### config.mk
export PLATFORM = sky130hd
export DESIGN_NAME = klein_accum
export DESIGN_NICKNAME = d
export VERILOG_FILES = /design/src/rtl/klein_pkg.sv /design/src/rtl/klein_fp_add.sv /design/src/rtl/klein_accum.sv
export SDC_FILE = /design/constraint.sdc
export NUM_CORES = 1
export LEC_CHECK = 0
export ABC_AREA = 1
export CELL_PAD_IN_SITES_DETAIL_PLACEMENT = 1
export CELL_PAD_IN_SITES_GLOBAL_PLACEMENT = 1
export CORE_UTILIZATION = 45
export CTS_BUF_LIST = sky130_fd_sc_hd__clkbuf_8
export DETAILED_ROUTE_END_ITERATION = 10
export PLACE_DENSITY = 0.84
export SLEW_MARGIN = 10
export SYNTH_ARGS = -nofsm -noshare
export SYNTH_HDL_FRONTEND = slang
export SYNTH_SLANG_ARGS = --single-unit
### constraint.sdc
create_clock -name clk_i -period 14.3 [get_ports clk_i]
set_clock_uncertainty 0.1 [all_clocks]
set_input_delay 2.145 -clock clk_i [delete_from_list [all_inputs] [get_ports clk_i]]
set_output_delay 2.145 -clock clk_i [all_outputs]
set_load 0.01 [all_outputs]
### src/rtl/klein_pkg.sv
// Shared definitions for the Klein accumulator: FSM state codes, format helpers
// and the sign-agnostic magnitude compare used to pick the Kahan/Babuska branch.
package klein_pkg;

  localparam logic [3:0] IDLE  = 4'd0;
  localparam logic [3:0] S_T   = 4'd1;
  localparam logic [3:0] S_D   = 4'd2;
  localparam logic [3:0] S_C   = 4'd3;
  localparam logic [3:0] S_T2  = 4'd4;
  localparam logic [3:0] S_D2  = 4'd5;
  localparam logic [3:0] S_CC  = 4'd6;
  localparam logic [3:0] S_CCS = 4'd7;
  localparam logic [3:0] OUT   = 4'd8;

  function automatic int unsigned fmt_bias(input int unsigned ew);
    return (32'd1 << (ew - 1)) - 32'd1;
  endfunction

  // All-ones exponent is a finite binade, so max finite is every magnitude bit set.
  function automatic logic [31:0] max_mag(input int unsigned ew, input int unsigned mw);
    return (32'd1 << (ew + mw)) - 32'd1;
  endfunction

  function automatic logic mag_ge(input logic [31:0] a, input logic [31:0] b,
                                  input int unsigned bw);
    logic [31:0] mask;
    mask = (32'd1 << (bw - 1)) - 32'd1;
    return (a & mask) >= (b & mask);
  endfunction

endpackage

### src/rtl/klein_fp_add.sv
// Combinational small-float adder: exact fixed-point sum, then RNE rounding
// with saturation to max finite; an exact zero result is always +0.
module klein_fp_add
  import klein_pkg::*;
#(
  parameter  int unsigned EXP_W  = 5,
  parameter  int unsigned MANT_W = 2,
  localparam int unsigned BW     = 1 + EXP_W + MANT_W
) (
  input  logic [BW-1:0] a,
  input  logic [BW-1:0] b,
  input  logic          sub,
  output logic [BW-1:0] y
);

  // Every finite value is an integer multiple of the smallest subnormal.
  localparam int unsigned MW = MANT_W + (1 << EXP_W);
  localparam int unsigned SW = MW + 1;
  localparam int unsigned PW = $clog2(MW) + 1;
  localparam logic [MW-1:0] NORM_MIN = MW'(1) << (MANT_W + 1);
  localparam logic [PW-1:0] MANT_P   = PW'(MANT_W);
  localparam logic [PW-1:0] EXP_MAX  = PW'((1 << EXP_W) - 1);
  localparam logic [BW-2:0] MAX_MAG  = (BW-1)'(max_mag(EXP_W, MANT_W));

  function automatic logic [SW-1:0] to_fix(input logic [BW-1:0] v, input logic neg);
    logic [EXP_W-1:0] e;
    logic [SW-1:0]    m;
    e = v[BW-2 -: EXP_W];
    m = SW'({e != '0, v[MANT_W-1:0]});
    if (e != '0) m = m << (e - 1'b1);
    return neg ? (~m + 1'b1) : m;
  endfunction

  logic [SW-1:0]     sum;
  logic [MW-1:0]     mag, rem, half;
  logic [MANT_W-1:0] mant_r;
  logic [PW-1:0]     p, sh, ex;
  logic [BW-1:0]     rnd;
  logic [BW-2:0]     res;
  logic              neg, up;

  always_comb begin
    sum = to_fix(a, a[BW-1]) + to_fix(b, b[BW-1] ^ sub);
    neg = sum[SW-1];
    mag = neg ? MW'(~sum + 1'b1) : MW'(sum);
    p = '0;
    for (int i = 0; i < MW; i++) if (mag[i]) p = PW'(i);
    sh = '0; ex = '0; rem = '0; half = '0; mant_r = '0; up = 1'b0; rnd = '0;
    // Below the first normal binade the fixed-point value is the encoding itself.
    if (mag < NORM_MIN) begin
      res = mag[BW-2:0];
    end else begin
      sh     = p - MANT_P;
      mant_r = MANT_W'(mag >> sh);
      rem    = mag & ((MW'(1) << sh) - 1'b1);
      half   = MW'(1) << (sh - 1'b1);
      up     = (rem > half) || ((rem == half) && mant_r[0]);
      ex     = sh + 1'b1;
      rnd    = BW'({ex[EXP_W-1:0], mant_r}) + BW'(up);
      res    = (ex > EXP_MAX || rnd[BW-1]) ? MAX_MAG : rnd[BW-2:0];
    end
    y = (mag == '0) ? '0 : {neg, res};
  end

endmodule

### src/rtl/klein_accum.sv
// Streaming second-order Klein accumulator sharing one FP adder across 7 FSM steps.
// KLEIN_ACCUM_SKIP_ZERO_EN: retire +-0 elements in IDLE in a single cycle.
module klein_accum
  import klein_pkg::*;
#(
  parameter  int unsigned EXP_WIDTH_I  = 5,
  parameter  int unsigned MANT_WIDTH_I = 2,
  parameter  int unsigned CNT_WIDTH_I  = 16,
  localparam int unsigned BIT_WIDTH_I  = 1 + EXP_WIDTH_I + MANT_WIDTH_I
) (
  input  logic                   clk_i,
  input  logic                   rst_ni,
  input  logic [BIT_WIDTH_I-1:0] elem_i,
  input  logic                   elem_valid_i,
  input  logic                   elem_last_i,
  output logic                   elem_ready_o,
  output logic [BIT_WIDTH_I-1:0] sum_o,
  output logic [BIT_WIDTH_I-1:0] cs_o,
  output logic [BIT_WIDTH_I-1:0] ccs_o,
  output logic [CNT_WIDTH_I-1:0] cnt_o,
  output logic                   out_valid_o,
  input  logic                   out_ready_i,
  output logic                   busy_o
);

  logic [3:0]             state_q;
  logic [BIT_WIDTH_I-1:0] s_q, cs_q, ccs_q, x_q;
  logic [BIT_WIDTH_I-1:0] t_q, d_q, c_q;   // t/d/c reused for t2/d2/cc in second stage
  logic [CNT_WIDTH_I-1:0] cnt_q, cnt_inc;
  logic                   last_q;

  logic [BIT_WIDTH_I-1:0] add_a, add_b, add_y;
  logic                   add_sub, ge1, ge2;

  klein_fp_add #(.EXP_W(EXP_WIDTH_I), .MANT_W(MANT_WIDTH_I)) u_add (
    .a  (add_a),
    .b  (add_b),
    .sub(add_sub),
    .y  (add_y)
  );

  assign cnt_inc = (&cnt_q) ? cnt_q : cnt_q + 1'b1;

  always_comb begin
    ge1     = mag_ge(32'(s_q), 32'(x_q), BIT_WIDTH_I);
    ge2     = mag_ge(32'(cs_q), 32'(c_q), BIT_WIDTH_I);
    add_a   = s_q;
    add_b   = x_q;
    add_sub = 1'b0;
    case (state_q)
      S_D:   begin add_a = ge1 ? s_q : x_q;  add_b = t_q; add_sub = 1'b1; end
      S_C:   begin add_a = d_q;  add_b = ge1 ? x_q : s_q; end
      S_T2:  begin add_a = cs_q; add_b = c_q; end
      S_D2:  begin add_a = ge2 ? cs_q : c_q; add_b = t_q; add_sub = 1'b1; end
      S_CC:  begin add_a = d_q;  add_b = ge2 ? c_q : cs_q; end
      S_CCS: begin add_a = ccs_q; add_b = c_q; end
      default: ;
    endcase
  end

  always_ff @(posedge clk_i) begin
    if (!rst_ni) begin
      state_q <= IDLE;
      s_q     <= '0;
      cs_q    <= '0;
      ccs_q   <= '0;
      cnt_q   <= '0;
      x_q     <= '0;
      t_q     <= '0;
      d_q     <= '0;
      c_q     <= '0;
      last_q  <= 1'b0;
    end else begin
      case (state_q)
        IDLE: if (elem_valid_i) begin
          x_q     <= elem_i;
          last_q  <= elem_last_i;
          cnt_q   <= cnt_inc;
          state_q <= S_T;
`ifdef KLEIN_ACCUM_SKIP_ZERO_EN
          if (elem_i[BIT_WIDTH_I-2:0] == '0) state_q <= elem_last_i ? OUT : IDLE;
`endif
        end
        S_T:   begin t_q <= add_y; state_q <= S_D;  end
        S_D:   begin d_q <= add_y; state_q <= S_C;  end
        S_C:   begin c_q <= add_y; s_q <= t_q; state_q <= S_T2; end
        S_T2:  begin t_q <= add_y; state_q <= S_D2; end
        S_D2:  begin d_q <= add_y; state_q <= S_CC; end
        S_CC:  begin c_q <= add_y; cs_q <= t_q; state_q <= S_CCS; end
        S_CCS: begin ccs_q <= add_y; state_q <= last_q ? OUT : IDLE; end
        OUT: if (out_ready_i) begin
          s_q     <= '0;
          cs_q    <= '0;
          ccs_q   <= '0;
          cnt_q   <= '0;
          state_q <= IDLE;
        end
        default: state_q <= IDLE;
      endcase
    end
  end

  assign elem_ready_o = (state_q == IDLE);
  assign out_valid_o  = (state_q == OUT);
  assign busy_o       = (state_q != IDLE) && (state_q != OUT);
  assign sum_o        = s_q;
  assign cs_o         = cs_q;
  assign ccs_o        = ccs_q;
  assign cnt_o        = cnt_q;

endmodule

==> results.yml, run 1 <==
synth:
  synth-edff-count: 0
  synth.avg_cell_area_um2: 5.82
  ys_warn_count: 0
  netlist_instances: 2237
  synth_nets: 2358
  synthDistinctLibCells: 65
  synth_seq_cells: 77
  ys_async_sr_fraction_pct: 0
  synth_area_um2: 13000
  ys_dominant_reg_cell: "dfxtp_1"
  yosysSeqAreaShare_pct: 11.8
clock_network:
  numCtsBuffers: 9
  cts_tree: "yes"
  clkTransAtPathRegs_ns: 0.10
  insertion_delay_ns: 0.39
  cts_max_level: 3
  cts.sinks: 77
  cts_buffer_depth: 2
  clockRootBuffer: "clkbuf_8"
final_layout:
  fin_nets: 2476
  n_antenna_cell: 0
  n_fill_cell: 4062
  area_growth_pct: 17.2
  final_util_pct: 54.3
  drive_gt1_share_pct: 13.3
floorplan:
  die_x_um: 172
  die_h_um: 172
  coreArea_um2: 28100
  die_area_um2: 29600
  ioPinCount: 56
  initial_core_util_pct: 46.3
  row_count: 61
timing:
  drv_slew: 0
  layout_min_cycle_time_ns: 13.69
  max_freq_mhz: 73.1
  slew_headroom_pct: 24.4
  worst_slew_pin_slew_ns: 1.13
  setup_viol: 0
  finalCritPeriodShare_pct: 95.7
  hold_viol: 0
  setup_tns_ns: 0
drt:
  firstDrtPassIters: 5
  antenna_left: 0
  route.detailed.drc: 0
  drt_iter0_drc: 1064
  vias: 15700
  vias_per_cell: 5.74
  wirelength_um: 53500
  routedWlPerCell_um: 19.5
place:
  gp_congestion: 1.02
  place.port_buffers: 55
  place_hpwl_um: 43700
global_routing:
  grt_max_degree: 34
  grt-ovfl-total: 0
  first_global_vias: 15400
  grt_antenna_before_repair: 0
  grt_pass1_wl_um: 80500
  track_usage_pct: 34.6
hold_path:
  hold_class: "reg -> reg"
worst_setup_path:
  required_ns: 14.51
  endpoint_kind: "flip-flop"
  critPathMaxStageDelay_ns: 0.45
  cp.arrival_ns: 13.90
  startpoint_type: "flip-flop"
  crit_path_top_delay_cell: "nor3_1"
  path_max_fanout: 17
  crit_top_cell: "nor2_1"
  critical_path_class: "reg -> reg"
run_status:
  outcome: "complete, no violations"
run:
  maxCapViolCount: 0
==> state kept, by name, summed over array words and instances (netlist names) <==
register / flops
ccs_o: 8
state_q: 4
c_q: 8
t_q: 8
sum_o: 8
cnt_o: 16
last_q: 1
d_q: 8
x_q: 8
cs_o: 8
==> cell usage after synthesis (4+ instances only) <==
| cell type | number | share of area [%] |
|---|---|---|
| a211oi_1 | 4 | 0.23 |
| a21oi_1 | 174 | 6.7 |
| a221oi_1 | 5 | 0.34 |
| a31oi_1 | 16 | 0.77 |
| buf_1 | 5 | 0.14 |
| buf_2 | 10 | 0.38 |
| buf_4 | 6 | 0.35 |
| clkbuf_1 | 30 | 0.87 |
| dfxtp_1 | 77 | 12 |
| ha_1 | 107 | 10 |
| inv_1 | 258 | 7.4 |
| inv_2 | 24 | 0.69 |
| nand2_1 | 552 | 16 |
| nand2_2 | 22 | 1.1 |
| nand3_1 | 155 | 6.0 |
| nand3_2 | 5 | 0.38 |
| nand3b_1 | 8 | 0.46 |
| nand4_1 | 30 | 1.4 |
| nor2_1 | 252 | 7.3 |
| nor2_2 | 10 | 0.48 |
| nor2_4 | 9 | 0.78 |
| nor3_1 | 59 | 2.3 |
| nor3_2 | 6 | 0.46 |
| nor3b_1 | 4 | 0.23 |
| nor4_1 | 17 | 0.82 |
| o211ai_1 | 15 | 0.87 |
| o21a_1 | 6 | 0.35 |
| o21ai_0 | 126 | 4.8 |
| o21ai_1 | 17 | 0.65 |
| o22ai_1 | 7 | 0.34 |
| o31ai_1 | 6 | 0.35 |
| or2_2 | 9 | 0.43 |
| xnor2_1 | 35 | 2.4 |
| xor2_1 | 113 | 7.6 |
| xor2_2 | 5 | 0.63 |
==> final timing paths <==
| kind | startpoint | endpoint | slack [ns] | depth (start not counted) |
|---|---|---|---|---|
| max | x_q[6] | ccs_o[6] | 0.61 | 86 |
| max reg2reg | x_q[6] | ccs_o[6] | 0.61 | 86 |
| min reg2reg | last_q | last_q | 0.38 | 2 |
| min | last_q | last_q | 0.38 | 2 |
==> layout by cell type, fill, tap and decap left out, drive strengths merged, types with 7 or more instances in the layout <==
cell type / instances
o211ai: 15
a31oi: 17
nand2: 577
a21oi: 176
dfxtp: 77
xnor2: 38
o22ai: 7
ha: 107
nand3b: 8
xor2: 118
nor4: 19
clkbuf: 9
nor2: 271
or2: 11
inv: 287
nor3: 66
nand3: 160
clkdlybuf4s50: 55
nand4: 31
o21ai: 147
buf: 106
==> through the flow <==
step / cell area, µm² / instances / hold WS [ns] / setup slack (ns)
after floorplan: 13000 / 2237 / 0.341 / 1.70
after detailed placement: 14400 / 2697 / 0.366 / -0.501
final: 15300 / 2738 / 0.377 / 0.612
after global routing: 15300 / 2738 / 0.402 / -0.380
after global placement: 14400 / 2697 / 0.360 / -0.0896
after CTS: 14600 / 2713 / 0.379 / 0.0437
==> layout make-up <==
type / count / area, µm² / share of cell area [%]
Multi-Input combinational cell: 1819 / 10600 / 69.4
Sequential cell: 77 / 1550 / 10.1
Timing Repair Buffer: 161 / 1350 / 8.88
Inverter: 287 / 1080 / 7.11
Tap cell: 378 / 473 / 3.10
Clock buffer: 9 / 124 / 0.812
Clock inverter: 7 / 92.6 / 0.607
==> cells by family (layout without fill, tap and decap cells) <==
family	Yosys count	in the layout	synth area share, %
buffers and inverters	341	464	10.3
adder cells (fa/ha/maj)	108	108	10.4
AO/OA/AOI/OAI	405	405	17.5
AND/OR/NAND/NOR	1150	1150	38.9
flip-flops	77	77	11.8
XOR/XNOR	156	156	11.0
==> what timing repair did <==
action,in CTS,in global routing
setup buffers,0,25
pin swaps,0,32
setup endpoints to repair,28,28
hold buffers,0,0
resized for setup,9,105
==> worst max-delay path: cells and delay by family (launching register included) <==
family / cells / cell delay, ns
simple gates: 41 / 5.64
compound gates: 18 / 3.15
fa+ha+maj: 8 / 1.98
buf+inv: 15 / 1.69
xor+xnor: 4 / 0.74
flops: 1 / 0.31
==> per-layer routing <==
metal,track usage [%],up-vias,routed length [µm]
met2,60.2,411,25500
met1,44.1,7605,23900
met5,0,-,0
met3,2.33,105,2000
li1,-,7594,-
met4,14.0,0,2030
Power of run 1 is left out: the tool's default activity adds up to more than one toggle a clock period on the data nets, which glitch-free logic cannot reach.
==> inputs of run 2 (changes only) <==
Settings changed: PLACE_DENSITY 0.84 to 0.85, SYNTH_HIERARCHICAL set to 1.
==> results.yml, run 2 <==
run_status:
  outcome: "complete, no violations"
final_layout:
  ff_latch_area_um2: 1550
  largest_reg_flops: 16
  fin_cells: 2985
  final_common_cell: "nand2_1"
  fin_nets: 2703
  area_growth_pct: 14.7
  n_fill_cell: 4447
  multiInputGateArea_um2: 11300
  n_antenna_cell: 0
  layout_common_cells: "nand2_1 (629), inv_1 (304), nor2_1 (294)"
  drive_gt1_share_pct: 13.1
worst_setup_path:
  critPathMaxStageDelay_ns: 0.38
  cp.arrival_ns: 13.60
  endpoint_kind: "flip-flop"
  cp-endpoint: "c_q[2]"
  crit_top_cell: "nand2_1"
  critical_path_class: "reg -> reg"
  reg2reg_depth: 81
  r2r-start: "x_q[2]"
  r2r-end: "c_q[2]"
  rrSetupSlack_ns: 0.88
  path_max_fanout: 23
  crit_path_top_delay_cell: "o41ai_1"
  startpoint_type: "flip-flop"
  required_ns: 14.48
  startpoint: "x_q[2]"
timing:
  hold_viol: 0
  finalCritPeriodShare_pct: 93.9
  setup_viol: 0
  drv_slew: 0
  worst_slew_pin_slew_ns: 1.03
  layout_min_cycle_time_ns: 13.42
  slew_headroom_pct: 31.0
  max_freq_mhz: 74.5
global_routing:
  grt_pass1_wl_um: 85500
  use_met1_pct: 45.2
  top_usage_layer: "met2"
  grt-ovfl-total: 0
  grt_antenna_before_repair: 0
  gr-usage-met3_pct: 2.97
  gr-usage-met2_pct: 56.1
  first_global_vias: 16600
  grt_max_degree: 37
  track_usage_pct: 33.7
place:
  place_hpwl_um: 45500
  dp_cells: 2934
  place.port_buffers: 55
  gp_congestion: 0.981
clock_network:
  cts_tree: "yes"
  cts_buffer_depth: 2
  numCtsBuffers: 9
  cts.sinks: 77
  clkTransAtPathRegs_ns: 0.09
  clockRootBuffer: "clkbuf_8"
  cts_max_level: 3
  insertion_delay_ns: 0.39
synth:
  synth.avg_cell_area_um2: 5.67
  synth-edff-count: 0
  synth_nets: 2602
  yosysSeqAreaShare_pct: 10.9
  ys_warn_count: 6
  ys_dominant_reg_cell: "dfxtp_1"
  synth_seq_cells: 77
  synth.largest_area_cell: "nand2_1"
  synth.most_common_cell: "nand2_1"
  synth_top_area_share_pct: 17.1
  synthDistinctLibCells: 63
  ys_async_sr_fraction_pct: 0
  synth_area_um2: 14100
  netlist_instances: 2483
  synth_commonest_cells: "nand2_1 (641), inv_1 (313), nor2_1 (309)"
  yosys-top-cells-area: "nand2_1 (17%), dfxtp_1 (11%), ha_1 (9.3%), inv_1 (8.3%), nor2_1 (8.2%)"
floorplan:
  die_area_um2: 32000
  coreArea_um2: 30700
  die_x_um: 179
  row_count: 64
  ioPinCount: 56
  initial_core_util_pct: 45.9
  die_h_um: 179
drt:
  vias_per_cell: 5.73
  wirelength_um: 56000
  routedWlPerCell_um: 18.8
  route.detailed.drc: 0
  vias: 17100
  antenna_left: 0
  drt_iter0_drc: 1092
  firstDrtPassIters: 5
run:
  maxCapViolCount: 0
hold_path:
  hold_class: "reg -> reg"
  whs_path_depth: 2
  worstHoldStart: "last_q"
## run 2: cell count changes in the layout (fill, tap and decap cells not counted), sizes merged, moves of 5 or more
cell | previous run | this run
nand3 | 160 | 220
nand2 | 577 | 676
inv | 287 | 342
a21oi | 176 | 164
nor2 | 271 | 339
xor2 | 118 | 99
a31oi | 17 | 8
o21ai | 147 | 129
a221oi | 5 | 0
xnor2 | 38 | 54
buf | 106 | 98
nor3 | 66 | 47
nand4 | 31 | 78
nor4 | 19 | 12
## run 2: cells by family (layout without fill, tap and decap cells)
kind of cell | count (synthesis) | count (layout) | share of synthesized area, %
and+or+nand+nor | 1393 | 1394 | 44.2
buffers and inverters | 411 | 516 | 11.6
AOI/OAI and AO/OA | 343 | 343 | 13.9
xor gates and xnor gates | 153 | 153 | 9.94
adders and majority gates | 106 | 106 | 9.47
DFF | 77 | 77 | 10.9
## run 2: metrics by stage
stage | instance area [µm²] | util (%) | worst slack [ns] | setup TNS (ns) | hold WS, ns
after floorplan | 14100 | - | 1.68 | 0 | 0.330
after global placement | 15300 | 49.8 | 0.579 | 0 | 0.343
after detailed placement | 15300 | 49.8 | -0.0807 | -0.467 | 0.354
after CTS | 15500 | 50.5 | 0.00802 | 0 | 0.368
after global routing | 16200 | 52.7 | -0.273 | -5.42 | 0.377
final | 16200 | 52.7 | 0.876 | 0 | 0.364
## run 2: worst max-delay path, delay by kind of cell (launching register included)
family / cells / cell delay (ns)
AO/OA/AOI/OAI: 11 / 1.93
XOR/XNOR: 3 / 0.59
adder cells (fa/ha/maj): 8 / 2.11
buffers and inverters: 17 / 2.32
flip-flops: 1 / 0.36
AND/OR/NAND/NOR: 42 / 5.88
## run 2: final cells by class
cell class              instances  share of cell area [%]
clock inverters                 7                   0.426
inverters                     347                    8.11
flip-flops and latches         77                    9.57
well taps                     396                    3.07
repair buffers                153                    8.13
clock buffers                   9                   0.767
multi-input cells            1996                    69.9
## run 2: repair_timing
action                                  in CTS  in global routing
gates cloned                                 0                  2
hold buffers                                 0                  0
endpoints found under the hold margin        0                  0
buffers inserted                             1                 32
gates resized for setup                      2                112
endpoints found under the setup margin      21                 28
pin swaps                                    1                 30
## run 2: routing by layer
metal | vias up | share of wire (%) | routed length [µm]
met4 | 0 | 2.9 | 1640
met1 | 8301 | 46 | 25500
met2 | 468 | 47 | 26100
li1 | 8257 | - | -
met5 | - | 0 | 0
met3 | 92 | 5.0 | 2800
## run 2: worst min path at each step
| stage | endpoint | slack, ns |
|---|---|---|
| 4_1_cts | last_q | 0.37 |
| 3_5_place_dp | last_q | 0.35 |
| 6_report | last_q | 0.36 |
| 5_1_grt | last_q | 0.38 |
| 3_3_place_gp | last_q | 0.34 |
| 2_1_floorplan | last_q | 0.33 |
Power of run 2 is left out for the same reason.
